## src/rtl/sysid_wait_timer.sv

```systemverilog
// Clearable stall counter with an expiry flag for Avalon masters.
// Ports:
//   clock, reset : rising-edge clock, asynchronous active-high reset
//   clear_i      : zero the counter (has priority over stall_i)
//   stall_i      : the current cycle is a stalled read cycle
//   expire_o     : this stalled cycle is the LIMIT-th consecutive one
module sysid_wait_timer #(
  parameter int WIDTH = 8,
  parameter int LIMIT = 255
) (
  input  logic clock,
  input  logic reset,
  input  logic clear_i,
  input  logic stall_i,
  output logic expire_o
);

  localparam logic [WIDTH-1:0] LAST = WIDTH'(LIMIT - 1);

  logic [WIDTH-1:0] count_q, count_d;

  always_comb begin
    count_d = count_q;
    if (clear_i) begin
      count_d = '0;
    end else if (stall_i) begin
      count_d = count_q + 1'b1;
    end
  end

  always_ff @(posedge clock or posedge reset) begin
    if (reset) begin
      count_q <= '0;
    end else begin
      count_q <= count_d;
    end
  end

  // count_q holds the stalls already seen, so LIMIT-1 plus this one expires.
  assign expire_o = stall_i && !clear_i && (count_q == LAST);

endmodule

```

## config.mk

```make
export PLATFORM = sky130hd
export DESIGN_NAME = sysid_wait_timer
export DESIGN_NICKNAME = d
export VERILOG_FILES = /design/src/rtl/sysid_wait_timer.sv
export SDC_FILE = /design/constraint.sdc
export NUM_CORES = 1
export LEC_CHECK = 0
export ABC_AREA = 1
export CORE_AREA = 4 4 41 43
export DETAILED_ROUTE_END_ITERATION = 10
export DIE_AREA = 0 0 45 47
export DONT_BUFFER_PORTS = 1
export PLACE_DENSITY = 0.58
export SETUP_SLACK_MARGIN = 0.4
export SLEW_MARGIN = 30
export SYNTH_ARGS = -nofsm -noshare
export SYNTH_HDL_FRONTEND = slang
export SYNTH_SLANG_ARGS = --single-unit
```

## constraint.sdc

```tcl
create_clock -name clock -period 1.73 [get_ports clock]
set_clock_uncertainty 0.05 [all_clocks]
set_input_delay 0.2595 -clock clock [delete_from_list [all_inputs] [get_ports clock]]
set_output_delay 0.2595 -clock clock [all_outputs]
set_load 0.03 [all_outputs]
```

==> impl_metrics.py <==
metrics = {
    "detailed_routing": {
        "viasPerCell": 4.76,
        "drt_iter0_drc": 5,
        "antenna_left": 0,
        "drc": 0,
        "wl_per_cell_um": 10.7,
        "drt-total-wl_um": 816,
        "vias": 362,
        "dr.pass1.iters": 4,
    },
    "pwr": {
        "power_mw": 0.360,
        "power.leakage_nw": 0.242,
        "switching_share": 0.222,
        "powerDensity_nw_per_um2": 697,
        "power_frac_clock": 0.388,
        "ir_worst_vdd_uv": 289,
        "power.switching_mw": 0.0799,
        "comb_power_share": 0.067,
        "intPower_mw": 0.280,
        "p_seq_frac": 0.545,
    },
    "clock_tree": {
        "cts-buffers-inserted": 3,
        "htree_levels": 1,
        "clock_latency_ps": 250,
        "cts.path.max_buffers": 2,
        "path_clk_slew_ps": 50,
        "cts_tree": "done",
        "cts_root_buf": "clkbuf_4",
        "clock_sinks": 8,
    },
    "timing": {
        "rsz0062_at_grt": "yes",
        "post-route-period-util": 0.967,
        "fmax_ghz": 0.598,
        "period_needed_ps": 1670,
        "setup_tns_ps": 0,
        "holdWs_ps": 175,
        "hold_violations": 0,
        "tightest_slew_ps": 498,
        "drv_slew": 0,
        "setup_viol": 0,
        "max_slew_margin": 0.665,
    },
    "worst_setup_path": {
        "critPathMaxStageDelay_ps": 410,
        "slowest_stage": "dfrtp_1",
        "endpoint_kind": "output port",
        "cp_cell_sequence": "inv_1, ha_2, nand3_2, nor4_4",
        "start_kind": "flip-flop",
        "cp_data_arrival_time_ps": 1360,
        "crit_path_max_fanout": 5,
        "path_buf_inv": 1,
        "critical_path.top_delay_family": "simple AND/OR/NAND/NOR gates",
        "required_ps": 1420,
        "path_class": "reg2out",
        "r2r_slack_ps": 590,
    },
    "place": {
        "routabilityCongestion": 0.744,
        "dpl_cell_area_sq_um": 475,
        "hpwlAfterDp_um": 637,
        "port_buffers": 0,
    },
    "layout": {
        "reg_top3": "count_q: 8 flops",
        "largest_reg_flops": 8,
        "fillers": 147,
        "layout_commonest_cell": "nand2_1",
        "areaGrowthSynthToFinish_pct": 17.0,
        "final_cell_mix": "nand2_1 (12), nor2_1 (8), dfrtp_1 (8), inv_1 (6), nand3_1 (5)",
        "layout-drive-gt1-share": 0.164,
        "regArea_sq_um": 200,
        "final_core_util": 0.396,
        "multiInputGateArea_sq_um": 230,
        "diodes": 0,
        "largest-register": "count_q",
        "fin_nets": 69,
        "final_cell_area_sq_um": 515,
    },
    "grt": {
        "grt_pass1_vias": 380,
        "track_usage": 0.110,
        "grt.overflow.total": 0,
        "grt_max_degree": 9,
        "grt_pass1_wl_um": 1590,
        "antenna_found_initial": 0,
    },
    "flow_run": {
        "cap_violations": 0,
    },
    "floorplan": {
        "initial_core_util": 0.338,
        "die_h_um": 47,
        "rows": 13,
        "ios": 5,
        "core_sq_um": 1300,
        "die-area_sq_um": 2120,
        "die_x_um": 45,
    },
    "logic_synthesis": {
        "ys_seq_area_frac": 0.455,
        "synth_area_sq_um": 440,
        "ys_types": 14,
        "netlist_instances": 56,
        "yosys_register_bits": 8,
        "synth_warnings": 0,
        "syn_nets": 62,
        "syn_avg_cell_area_sq_um": 7.86,
    },
    "status": {
        "outcome": "finished clean",
    },
    "hold_path": {
        "min_path_type": "in2reg",
    },
}
[cell usage after synthesis, drive strengths merged]
master | number | area share
nand2 | 13 | 0.12
nor2 | 10 | 0.11
dfrtp | 8 | 0.45
inv | 6 | 0.051
nand3 | 6 | 0.068
a21oi | 4 | 0.045
o21ai | 4 | 0.045
ha | 2 | 0.057
clkinv | 1 | 0.0085
nor3b | 1 | 0.017
nor4 | 1 | 0.028
[power by group through the flow]
stage	Combinational, mW	Clock, mW	Sequential, mW
detailed placement	0.0224	0	0.199
finish	0.0240	0.140	0.196
CTS	0.0246	0.149	0.196
floorplan	0.0155	0	0.198
global route	0.0299	0.161	0.196
global placement	0.0226	0	0.199
[tightest hold or removal path, delay by kind of cell]
family | cells | cell delay, ps
buf+inv | 1 | 30
compound gates | 1 | 70
simple gates | 1 | 60
[what timing repair did]
action	4_1_cts	5_1_grt
endpoints found under the hold margin	8	0
endpoints found under the setup margin	1	1
hold buffers	1	0
gates resized for setup	0	2
buffers inserted	0	0
pin swaps	0	0
[metrics by stage]
| step | setup slack, ps | std cells |
|---|---|---|
| after CTS | 24.0 | 76 |
| after floorplan | 365 | 56 |
| after detailed placement | 304 | 72 |
| after global placement | 334 | 72 |
| final | 56.6 | 76 |
| after global routing | -47.4 | 76 |
[cells by family after synthesis]
logic type / after synthesis / share of synthesized area
compound gates: 8 / 0.0909
fa+ha+maj: 2 / 0.0568
buf+inv: 7 / 0.0596
flops: 8 / 0.455
simple gates: 31 / 0.338
[routing by layer]
metal | routed length (um) | vias to the layer above | share of wire | track usage
met5 | 0 | - | 0 | 0
met4 | 21 | 0 | 0.026 | 0.0877
met3 | 19 | 3 | 0.023 | 0.0345
met2 | 348 | 6 | 0.43 | 0.153
met1 | 427 | 161 | 0.52 | 0.140
li1 | - | 192 | - | -
[final timing paths]
check	startpoint	endpoint	cells after the start
setup / recovery	count_q[0]	expire_o	4
hold / removal	stall_i	count_q[0]	3
setup reg to reg	count_q[0]	count_q[2]	5
hold reg to reg	count_q[4]	count_q[4]	2
max in group asynchronous	reset	count_q[3]	2
min in group asynchronous	reset	count_q[4]	2
[layout make-up]
class / count / share of cell area
clock buffers: 3 / 0.0437
inverters: 7 / 0.0510
multi-input cells: 41 / 0.447
flip-flops and latches: 8 / 0.388
well taps: 15 / 0.0364
repair buffers: 2 / 0.0340
Note: power is estimated with default switching activity, not from simulation.
